[src/rtl/count_packer.sv]
// Packs consecutive counter nibbles into words, tags words containing a counter
// wrap (max -> 0) and queues them in a show-ahead FIFO behind valid/ready.
module count_packer #(
    parameter int unsigned IN_W  = 4,
    parameter int unsigned LANES = 4,
    parameter int unsigned DEPTH = 4
) (
    input  logic                         clk,
    input  logic                         reset,
    input  logic                         in_valid,
    input  logic [IN_W-1:0]              count,
    output logic [IN_W*LANES-1:0]        out_data,
    output logic                         out_wrap,
    output logic                         out_valid,
    input  logic                         out_ready,
    output logic [$clog2(DEPTH+1)-1:0]   fill_level,
    output logic                         overflow
);

    localparam int unsigned OUT_W = IN_W * LANES;
    localparam int unsigned LOW_W = OUT_W - IN_W;
    localparam int unsigned PTR_W = (LANES > 1) ? $clog2(LANES) : 1;
    localparam int unsigned AW    = $clog2(DEPTH);
    localparam int unsigned CW    = $clog2(DEPTH + 1);
    localparam int unsigned ENT_W = OUT_W + 1;

    // Packer state: only the lower lanes are stored; the top lane comes from count
    logic [PTR_W-1:0] lane_ptr;
    logic [IN_W-1:0]  prev;
    logic             prev_ok;
    logic             wrap_acc;
    logic [LOW_W-1:0] word_acc;

    // FIFO state
    logic [ENT_W-1:0] mem [DEPTH];
    logic [AW-1:0]    wr_ptr;
    logic [AW-1:0]    rd_ptr;

    logic             last_lane;
    logic             wrap_now;
    logic             push_req;
    logic             full;
    logic             pop;
    logic             push;
    logic [ENT_W-1:0] push_entry;
    logic [ENT_W-1:0] head;

    // Handshake decode and word assembly
    always_comb begin
        last_lane  = (lane_ptr == PTR_W'(LANES - 1));
        wrap_now   = in_valid && prev_ok && (prev == '1) && (count == '0);
        push_req   = in_valid && last_lane;
        full       = (fill_level == CW'(DEPTH));
        pop        = out_valid && out_ready;
        push       = push_req && (!full || pop);
        push_entry = {wrap_acc | wrap_now, count, word_acc};
        head       = mem[rd_ptr];
    end

    // Lane pointer, wrap tracking and partial-word storage
    always_ff @(posedge clk or negedge reset) begin
        if (!reset) begin
            lane_ptr <= '0;
            prev     <= '0;
            prev_ok  <= 1'b0;
            wrap_acc <= 1'b0;
            word_acc <= '0;
        end else if (in_valid) begin
            prev    <= count;
            prev_ok <= 1'b1;
            if (last_lane) begin
                lane_ptr <= '0;
                wrap_acc <= 1'b0;
            end else begin
                lane_ptr <= lane_ptr + PTR_W'(1);
                wrap_acc <= wrap_acc | wrap_now;
                for (int unsigned i = 0; i < LANES - 1; i++) begin
                    if (lane_ptr == PTR_W'(i)) begin
                        word_acc[i*IN_W +: IN_W] <= count;
                    end
                end
            end
        end
    end

    // Storage array; contents are only observable through a non-empty head
    always_ff @(posedge clk) begin
        if (push) begin
            mem[wr_ptr] <= push_entry;
        end
    end

    always_ff @(posedge clk or negedge reset) begin
        if (!reset) begin
            wr_ptr     <= '0;
            rd_ptr     <= '0;
            fill_level <= '0;
            overflow   <= 1'b0;
        end else begin
            if (push) begin
                wr_ptr <= wr_ptr + AW'(1);
            end
            if (pop) begin
                rd_ptr <= rd_ptr + AW'(1);
            end
            if (push && !pop) begin
                fill_level <= fill_level + CW'(1);
            end else if (pop && !push) begin
                fill_level <= fill_level - CW'(1);
            end
            if (push_req && full && !pop) begin
                overflow <= 1'b1;
            end
        end
    end

    // Head outputs decoded from registered state; zero when empty
    always_comb begin
        out_valid = (fill_level != '0);
        out_data  = out_valid ? head[OUT_W-1:0] : '0;
        out_wrap  = out_valid & head[OUT_W];
    end

endmodule

[config.mk]
export PLATFORM = sky130hd
export DESIGN_NAME = count_packer
export DESIGN_NICKNAME = d
export VERILOG_FILES = /design/src/rtl/count_packer.sv
export SDC_FILE = /design/constraint.sdc
export NUM_CORES = 1
export LEC_CHECK = 0
export CAP_MARGIN = 20
export CORE_ASPECT_RATIO = 0.7
export CORE_UTILIZATION = 55
export DETAILED_ROUTE_END_ITERATION = 12
export PLACE_DENSITY = 0.76
export SLEW_MARGIN = 20
export SYNTH_ARGS = -nofsm -noshare
export SYNTH_HDL_FRONTEND = slang
export SYNTH_SLANG_ARGS = --single-unit
[constraint.sdc]
create_clock -name clk -period 3 [get_ports clk]
set_clock_uncertainty 0.05 [all_clocks]
set_input_delay 0.3 -clock clk [delete_from_list [all_inputs] [get_ports clk]]
set_output_delay 0.3 -clock clk [all_outputs]
set_load 0.005 [all_outputs]
Word-level counts from Yosys, hierarchy flattened:

Memory sizes are Yosys's and may differ from the RTL's.
Cells that the tools add are included.

* flip-flop bits (word level): 28
* memory bits (writable): 68
* input bits: 8
* word-level logic and storage cells: 53
* memories kept: 1

Memories
* mem: words 4, width 17, read ports 1, clocked after Yosys merged registers in 0, wr ports 1, line 35 `logic [ENT_W-1:0] mem [DEPTH];`

* add/subtract/negate cells: 5
* equal/unequal tests: 5
* mux-type cells: 7
* bitwise operators: 3
* reduce and logical (&&, ||, !) cells: 21

Operator list (count)
* two-way mux 16 bit: 1
* logical AND 1 bit: 10
* AND reduction 3 bit: 3
* adder 2 x 1 -> 2 bit (second input constant): 3
* two-way mux 3 bit: 2
* == test 2 bit (second input constant): 2
* == test 4 bit (second input constant): 1
* zero test 4 bit: 1
* adder 3 x 1 -> 3 bit (second input constant): 1
* == test 3 bit (second input constant): 1
* zero test 1 bit: 3
* two-way mux 1 bit: 3
* nonzero test 3 bit: 1
* subtractor 3 x 1 -> 3 bit (second input constant): 1
* == test 2 x 1 -> 1 bit (second input constant): 1
* zero test 2 bit: 1
* two-way mux 2 bit: 1
* nonzero test 2 bit: 1
* bitwise AND 1 bit: 1
* logical OR 1 bit: 1
* inverter 1 bit: 1
* OR 1 bit: 1

Logic depth before layout (Yosys ltp):

Gate-level depths: netlist of the first run.

* word-level depth: 8
* depth in mapped cells: 9
* gate-level depth less buffers: 9

Least setup slack after synthesis of the first run:

OpenSTA, ideal clock, no wires.

* path kind: flip-flop to flip-flop
* start point: register fill_level[0]
* end point: register fill_level[2]
* arrival time: 2.035 ns
* data required time: 2.871 ns
* path slack: 0.836 ns
* stages on the path, launching flop included: 10
* buffers on the path: 1
* period minus slack after synthesis: 2.164 ns
* cell sequence: dfrtp_1 or3_1 clkbuf_1 nand2_1 ha_1 inv_1 fa_1 xor2_1 nor2_1 xor2_1

* cells in the longest elaborated chain, start to end: 7

RTL lines
* start, declared: line 16 `output logic [$clog2(DEPTH+1)-1:0] fill_level,`
* start signal, assigned: line 107 `fill_level <= fill_level + CW'(1);`
* start signal, assigned: line 109 `fill_level <= fill_level - CW'(1);`
* branches (longest 7 deep; another with subtractor 3 x 1 -> 3 bit)

Parallel ways; which one is timed is not known. The select of a mux whose other input is x is not followed.
A chain may end at the register's enable or synchronous reset.

Worst setup path in the final report of the first run:

* start point: register rd_ptr[0]
* end point: output out_data[4]

* cells in the longest elaborated chain, start to end: 2

RTL lines
* start, declared: line 37 `logic [AW-1:0] rd_ptr;`
* start signal, assigned: line 104 `rd_ptr <= rd_ptr + AW'(1);`
* memory read (4 x 17 bit)
* two-way mux 16 bit: line 120 `out_data = out_valid ? head[OUT_W-1:0] : '0;`
* end, declared: line 12 `output logic [IN_W*LANES-1:0] out_data,`

No other way between the ends.

==> flow_metrics.tcl, run 1 <==
set metrics [dict create \
    status "complete, no violations" \
    cts_setup_buffers 0 \
    syn_to_final_growth_pct 15.7 \
    io_buffer_count 29 \
    ctsResizeCount 0 \
    grt_pass1_wl_um 9920 \
    tritoncts "done" \
    start_kind "register" \
    cts.root.buffer_cell "clkbuf_8" \
    vias_per_cell 5.32 \
    maxCapViolCount 0 \
    worstPathRequired_ps 2650 \
    rows 25 \
    netlist.area_leader.share 0.526 \
    routabilityCongestion 0.684 \
    clockBufferDepth 2 \
    multiInputGateArea_um2 1060 \
    insertion_delay_ps 350 \
    finalCritPeriodShare 0.908 \
    syn_inst 205 \
    grt_pass1_vias 1819 \
    dieArea_um2 7400 \
    sw_frac_of_total 0.273 \
    yosysTopAreaCell "edfxtp_1" \
    drc 0 \
    die_h_um 72.3 \
    synth.area.top_cells "edfxtp_1 (53%), dfrtp_1 (18%), mux4_1 (6.1%)" \
    hold_buffers 0 \
    drv_slew 0 \
    dpl-instance-area_um2 4290 \
    setup_viol 0 \
    setup_tns_ps 0 \
    clock_sinks 96 \
    worst-path-max-fanout 11 \
    htree_num_levels 3 \
    avgSynthCellArea_um2 18.9 \
    synth_nets 223 \
    power_frac_comb 0.321 \
    period_minus_slack_ps 2720 \
    ys_ff_latch 96 \
    clkPwrFrac 0.201 \
    core_area_um2 6790 \
    tightest_slew_ps 956 \
    power_density_nw_per_um2 906 \
    cp.arrival_ps 2370 \
    p_int_w 0.00296 \
    grt_setup_unrepaired "no" \
    antenna_cells 0 \
    final_cell_mix "edfxtp_1 (68), clkdlybuf4s50_1 (29), dfrtp_1 (28)" \
    drt_wl_total_um 6140 \
    pwr-share-seq 0.479 \
    synth.cell_area_um2 3880 \
    via_count 1824 \
    routedWlPerCell_um 17.9 \
    hp-class "primary input to async pin" \
    postLayoutCoreUtil 0.661 \
    place_hpwl_um 3800 \
    criticalPathCategory "register to output pin" \
    yosysSeqAreaShare 0.707 \
    dr.pass1.iters 4 \
    max_freq_ghz 0.367 \
    postLayoutCellArea_um2 4490 \
    area.sequential_um2 2740 \
    power.net_switching_w 0.00111 \
    layout_commonest_cell "edfxtp_1" \
    die_w_um 102 \
    n_fill_cell 474 \
    synth_edf_count 68 \
    synth-main-ff-cell "edfxtp_1" \
    initial_core_util 0.571 \
    total_power_w 0.00407 \
    async_flop_share 0.292 \
    clkTransAtPathRegs_ps 90 \
    holdWs_ps 273 \
    grt_overflow 0 \
    end_kind "output pin" \
    ios 30 \
    antenna_found_initial 0 \
    ir_drop_uv 370 \
    antenna_left 0 \
    leakagePower_nw 1.62 \
    drt-initial-drc-count 86 \
    grt_usage 0.193 \
    hold_viol 0 \
    synth.distinct_cells 28 \
    grt_start_max_net_pins 29 \
    numCtsBuffers 9 \
    nNetsFinal 262 \
    drive_above_1_share 0.193 \
    max-slew-margin-rel 0.363 \
    synth_warnings 0 \
]
## cells by family (layout without fill, tap and decap cells)
family,after synthesis,count (layout),synth area share
multiplexers,35,35,0.160
buffers and inverters,12,56,0.0184
adder cells (fa/ha/maj),10,10,0.0342
AND/OR/NAND/NOR,41,41,0.0590
XOR/XNOR,6,6,0.0135
flip-flops,96,96,0.707
AO/OA/AOI/OAI,5,5,0.00806
## power by group through the flow
stage	Sequential (W)	Combinational, W	Clock [W]
after floorplan	0.00190	0.000814	0
after global placement	0.00197	0.00130	0
after detailed placement	0.00198	0.00132	0
after CTS	0.00195	0.00133	0.000838
after global routing	0.00199	0.00144	0.000897
final	0.00195	0.00130	0.000816
## registers in the layout, summed over array words and instances, names as in the netlist
| signal | count |
|---|---|
| wr_ptr | 2 |
| prev | 4 |
| mem | 68 |
| word_acc | 12 |
| lane_ptr | 2 |
| rd_ptr | 2 |
| overflow | 1 |
| fill_level | 3 |
| prev_ok | 1 |
| wrap_acc | 1 |
## critical path: stages (launching register included)
cell             delay (ps)
dfrtp_1                 660
buf_12                  220
mux4_1                  540
and2_1                  160
clkdlybuf4s50_1         440
## layer usage
metal / GRT usage / share of wire / vias up
met1: 0.273 / 0.48 / 924
met4: 0.0619 / 0.012 / 0
met3: 0.0520 / 0.035 / 8
met5: 0 / 0 / -
li1: - / - / 858
met2: 0.297 / 0.47 / 34
## final timing paths
| path | from | to | slack [ps] | cells past startpoint |
|---|---|---|---|---|
| setup / recovery | rd_ptr[0]$_DFFE_PN0N_ | out_data[4] | 280 | 4 |
| hold / removal | reset | word_acc[11]$_DFFE_PN0P_ | 270 | 2 |
| setup reg to reg | fill_level[0]$_DFFE_PN0P_ | fill_level[2]$_DFFE_PN0P_ | 680 | 9 |
| hold reg to reg | overflow$_DFFE_PN0P_ | overflow$_DFFE_PN0P_ | 430 | 1 |
| max in group asynchronous | reset | word_acc[5]$_DFFE_PN0P_ | 2360 | 2 |
| min in group clk | overflow$_DFFE_PN0P_ | overflow$_DFFE_PN0P_ | 430 | 1 |
## cells in the mapped netlist (2+ instances only)
master,count
nand2_1,8
edfxtp_1,68
mux2_2,18
xnor2_1,4
inv_1,5
and2_1,21
ha_1,9
buf_2,2
mux4_1,9
dfrtp_1,28
xor2_1,2
clkbuf_1,3
o21ai_0,3
mux4_2,8
nor2_1,3
nand3_1,2
## layout make-up
cell class | instances | share of cell area
repair buffers | 35 | 0.0775
multi-input cells | 97 | 0.237
inverters | 5 | 0.00418
clock buffers | 10 | 0.0284
flip-flops and latches | 96 | 0.611
clock inverters | 6 | 0.0153
well taps | 94 | 0.0262
## through the flow
stage,instances,worst slack (ps)
detailed placement,327,468
CTS,343,216
floorplan,205,836
global route,343,123
finish,343,276
global placement,327,513
(Power assumes the default switching activity.)
==> run 2: changes to the inputs <==
--- a/config.mk
+++ b/config.mk
@@ -9,6 +9,7 @@
 export CORE_ASPECT_RATIO = 0.7
 export CORE_UTILIZATION = 55
 export DETAILED_ROUTE_END_ITERATION = 12
+export MAX_ROUTING_LAYER = met4
 export PLACE_DENSITY = 0.76
 export SLEW_MARGIN = 20
 export SYNTH_ARGS = -nofsm -noshare
==> run 2 against run 1 <==
Against the previous run:
- clock power is essentially flat
- via count fell by 0.38%
- register-to-register slack is essentially flat
- utilization unchanged
- sequential power is essentially flat
- hold slack got worse by 1.6 ps
- combinational power hardly changed
- wire length barely moved
- cell count did not move
- critical path type unchanged
==> flow_metrics.tcl, run 2 (synthesis gave the netlist of run 1 again) <==
set metrics [dict create \
    status "complete, no violations" \
    dieArea_um2 7400 \
    routabilityCongestion 0.691 \
    drv_slew 0 \
    grt_overflow 0 \
    end_kind "output pin" \
    finalCritPeriodShare 0.907 \
    drt-initial-drc-count 85 \
    antenna_left 0 \
    setup_viol 0 \
    top_regs "mem (68), word_acc (12), prev (4)" \
    vias_per_cell 5.30 \
    cp.arrival_ps 2370 \
    start_kind "register" \
    grt_pass1_wl_um 9940 \
    largest-register "mem" \
    htree_num_levels 3 \
    power_density_nw_per_um2 907 \
    postLayoutCellArea_um2 4490 \
    die_w_um 102 \
    dpl-instance-area_um2 4290 \
    drt_wl_total_um 6140 \
    period_minus_slack_ps 2720 \
    tightest_slew_ps 955 \
    die_h_um 72.3 \
    core_area_um2 6790 \
    tritoncts "done" \
    antenna_found_initial 0 \
    antenna_cells 0 \
    criticalPathCategory "register to output pin" \
    ir_drop_uv 370 \
    worstPathRequired_ps 2650 \
    instances_no_fill 343 \
    total_power_w 0.00407 \
    hold_buffers 0 \
    final_cell_mix "edfxtp_1 (68), clkdlybuf4s50_1 (29), dfrtp_1 (28)" \
    clkTransAtPathRegs_ps 90 \
    nNetsFinal 262 \
    numCtsBuffers 9 \
    cts.root.buffer_cell "clkbuf_8" \
    ios 30 \
    placedCellCount 327 \
    grt_pass1_vias 1819 \
    insertion_delay_ps 350 \
    max_freq_ghz 0.367 \
    ctsResizeCount 0 \
    hp-class "primary input to async pin" \
    rows 25 \
    worst-path-max-fanout 11 \
    via_count 1817 \
    drc 0 \
    layout_commonest_cell "edfxtp_1" \
    drive_above_1_share 0.193 \
    largest_register_ffs 68 \
    n_fill_cell 474 \
    clock_sinks 96 \
    setup_tns_ps 0 \
    syn_to_final_growth_pct 15.7 \
    max-slew-margin-rel 0.363 \
    io_buffer_count 29 \
    grt_setup_unrepaired "no" \
    grt_start_max_net_pins 29 \
    grt_usage 0.200 \
    routedWlPerCell_um 17.9 \
    hold_viol 0 \
    place_hpwl_um 3800 \
    cts_setup_buffers 0 \
    leakagePower_nw 1.62 \
    initial_core_util 0.571 \
    clockBufferDepth 2 \
    dr.pass1.iters 4 \
    maxCapViolCount 0 \
]
[run 2: cell counts in the layout (fill, tap and decap cells not counted)]
No cell type changed its count.
[run 2: power breakdown]
| part | switching [W] | total (W) | internal [W] |
|---|---|---|---|
| sequential | 0.000202 | 0.00195 | 0.00174 |
| combinational | 0.000482 | 0.00130 | 0.000823 |
| clock | 0.000428 | 0.000818 | 0.000390 |
[run 2: worst max-delay path, cell delays in order (launching register included)]
cell	delay (ps)
dfrtp_1	660
buf_12	220
mux4_1	540
and2_1	160
clkdlybuf4s50_1	440
[run 2: area by class of cell]
type | count | area [um^2] | share of cell area
Clock buffer | 10 | 128 | 0.0284
Clock inverter | 6 | 68.8 | 0.0153
Timing Repair Buffer | 35 | 348 | 0.0775
Multi-Input combinational cell | 97 | 1060 | 0.237
Sequential cell | 96 | 2740 | 0.611
Inverter | 5 | 18.8 | 0.00418
Tap cell | 94 | 118 | 0.0262
[run 2: layer usage]
metal | wire length (um) | up-vias | share of wire | GRT usage
met1 | 2950 | 917 | 0.48 | 0.274
met2 | 2930 | 37 | 0.48 | 0.297
met5 | 0 | - | 0 | -
met3 | 191 | 7 | 0.031 | 0.0549
met4 | 71 | 0 | 0.012 | 0.0619
li1 | - | 856 | - | -
[run 2: metrics by stage]
| stage | hold WS (ps) | setup WS, ps | utilization |
|---|---|---|---|
| 5_1_grt | 294 | 120 | 0.661 |
| 3_3_place_gp | 404 | 513 | 0.632 |
| 3_5_place_dp | 401 | 468 | 0.632 |
| 4_1_cts | 266 | 216 | 0.661 |
| 2_1_floorplan | -45.6 | 836 | - |
| 6_report | 271 | 278 | 0.661 |
[run 2: path summary, 6_finish.rpt]
kind | start | end | slack (ps) | depth (start not counted)
setup / recovery | rd_ptr[0]$_DFFE_PN0N_ | out_data[4] | 280 | 4
hold / removal | reset | word_acc[11]$_DFFE_PN0P_ | 270 | 2
setup reg to reg | fill_level[0]$_DFFE_PN0P_ | fill_level[2]$_DFFE_PN0P_ | 680 | 9
hold reg to reg | wrap_acc$_DFFE_PN0P_ | wrap_acc$_DFFE_PN0P_ | 430 | 2
max in group asynchronous | reset | word_acc[5]$_DFFE_PN0P_ | 2360 | 2
min in group clk | wrap_acc$_DFFE_PN0P_ | wrap_acc$_DFFE_PN0P_ | 430 | 2
==> run 3: changes to the inputs <==
--- a/config.mk
+++ b/config.mk
@@ -7,10 +7,9 @@
 export LEC_CHECK = 0
 export CAP_MARGIN = 20
 export CORE_ASPECT_RATIO = 0.7
-export CORE_UTILIZATION = 55
+export CORE_UTILIZATION = 41
 export DETAILED_ROUTE_END_ITERATION = 12
 export MAX_ROUTING_LAYER = met4
-export PLACE_DENSITY = 0.76
 export SLEW_MARGIN = 20
 export SYNTH_ARGS = -nofsm -noshare
 export SYNTH_HDL_FRONTEND = slang
==> run 3 against run 2 <==
Against the previous run:
- sequential share of layout area is 2.0 points lower
- hold slack better by 26 ps
- clock-buffer cell count stayed put
- largest power group unchanged
- via count is 0.39% higher
- setup slack better by 55 ps
- clock power is 34% higher
- utilization is 15 points lower
- global-route usage is 5.2 points lower
- first-iteration DRC count is 19% lower
==> flow_metrics.tcl, run 3 (synthesis gave the netlist of run 1 again) <==
set metrics [dict create \
    die_h_um 83.4 \
    max_freq_ghz 0.375 \
    initial_core_util 0.426 \
    routedWlPerCell_um 17.0 \
    rows 29 \
    tightest_slew_ps 939 \
    grt_start_max_net_pins 29 \
    worstPathRequired_ps 2650 \
    clockBufferDepth 2 \
    drc 0 \
    setup_viol 0 \
    criticalPathCategory "register to output pin" \
    hold_viol 0 \
    numCtsBuffers 9 \
    cts_setup_buffers 0 \
    insertion_delay_ps 330 \
    pwr-share-seq 0.450 \
    die_w_um 118 \
    clock_sinks 96 \
    ctsResizeCount 0 \
    clkPwrFrac 0.251 \
    start_kind "register" \
    hp-class "primary input to async pin" \
    power_density_nw_per_um2 943 \
    sw_frac_of_total 0.263 \
    tritoncts "done" \
    dr.pass1.iters 4 \
    routabilityCongestion 0.720 \
    cts.root.buffer_cell "clkbuf_16" \
    grt_pass1_wl_um 10300 \
    vias_per_cell 4.88 \
    ir_drop_uv 464 \
    antenna_found_initial 0 \
    grt_pass1_vias 1841 \
    core_area_um2 9110 \
    max-slew-margin-rel 0.374 \
    clkTransAtPathRegs_ps 60 \
    grt_usage 0.148 \
    period_minus_slack_ps 2670 \
    place_hpwl_um 4040 \
    maxCapViolCount 0 \
    leakagePower_nw 1.66 \
    hold_buffers 0 \
    power_frac_comb 0.299 \
    cp.arrival_ps 2320 \
    syn_to_final_growth_pct 19.6 \
    grt_setup_unrepaired "no" \
    antenna_cells 0 \
    power.net_switching_w 0.00115 \
    postLayoutCoreUtil 0.509 \
    htree_num_levels 3 \
    via_count 1824 \
    finalCritPeriodShare 0.889 \
    status "complete, no violations" \
    drt-initial-drc-count 69 \
    dieArea_um2 9860 \
    drt_wl_total_um 6360 \
    drive_above_1_share 0.196 \
    io_buffer_count 29 \
    largest-register "mem" \
    setup_tns_ps 0 \
    layout_commonest_cell "edfxtp_1" \
    grt_overflow 0 \
    p_int_w 0.00323 \
    worst-path-max-fanout 13 \
    nNetsFinal 263 \
    ios 30 \
    largest_register_ffs 68 \
    drv_slew 0 \
    final_cell_mix "edfxtp_1 (68), clkdlybuf4s50_1 (29), dfrtp_1 (28)" \
    antenna_left 0 \
    end_kind "output pin" \
    top_regs "mem (68), word_acc (12), prev (4)" \
]
[run 3: path summary, 6_finish.rpt]
| path | end | slack (ps) | depth (start not counted) | from |
|---|---|---|---|---|
| worst max-delay path | out_data[15] | 330 | 4 | rd_ptr[0]$_DFFE_PN0N_ |
| worst min-delay path | prev[3]$_DFFE_PN0P_ | 300 | 2 | reset |
| worst max register to register | fill_level[2]$_DFFE_PN0P_ | 710 | 9 | fill_level[0]$_DFFE_PN0P_ |
| worst min register to register | prev_ok$_DFFE_PN0P_ | 420 | 1 | prev_ok$_DFFE_PN0P_ |
| max in group asynchronous | word_acc[7]$_DFFE_PN0P_ | 2330 | 2 | reset |
| min in group clk | prev_ok$_DFFE_PN0P_ | 420 | 1 | prev_ok$_DFFE_PN0P_ |
[run 3: area by class of cell]
cell class | instances | area (um^2)
multi-input combinational | 97 | 1060
clock inverter | 6 | 61.3
tap | 124 | 155
sequential | 96 | 2740
timing repair buffer | 36 | 368
inverter | 5 | 18.8
fill | 750 | 4470
clock buffer | 10 | 229
[run 3: worst max-delay path, stage by stage (launching register included)]
cell and delay, ps:
dfrtp_1 600, buf_12 220, mux4_1 540, and2_1 170, clkdlybuf4s50_1 450
[run 3: through the flow]
step | area (um^2) | instances | hold WS (ps) | setup WS (ps) | total power, W
after floorplan | 3880 | 205 | -45.6 | 836 | 0.00271
after global placement | 4350 | 358 | 411 | 492 | 0.00332
after detailed placement | 4350 | 358 | 412 | 410 | 0.00333
after CTS | 4640 | 374 | 304 | 275 | 0.00444
after global routing | 4640 | 374 | 330 | 210 | 0.00462
final | 4640 | 374 | 297 | 333 | 0.00438
[run 3: per-layer routing]
layer  global-route usage  share of wire
met5                    -              0
met4               0.0559          0.012
met3               0.0398          0.028
met2                0.208           0.44
met1                0.206           0.52
[run 3: power by group through the flow]
stage          logic [W]  registers, W  clock network, W
2_1_floorplan   0.000814       0.00190                 0
3_3_place_gp     0.00133       0.00199                 0
6_report         0.00131       0.00197           0.00110
3_5_place_dp     0.00133       0.00200                 0
4_1_cts          0.00134       0.00198           0.00113
5_1_grt          0.00144       0.00201           0.00117
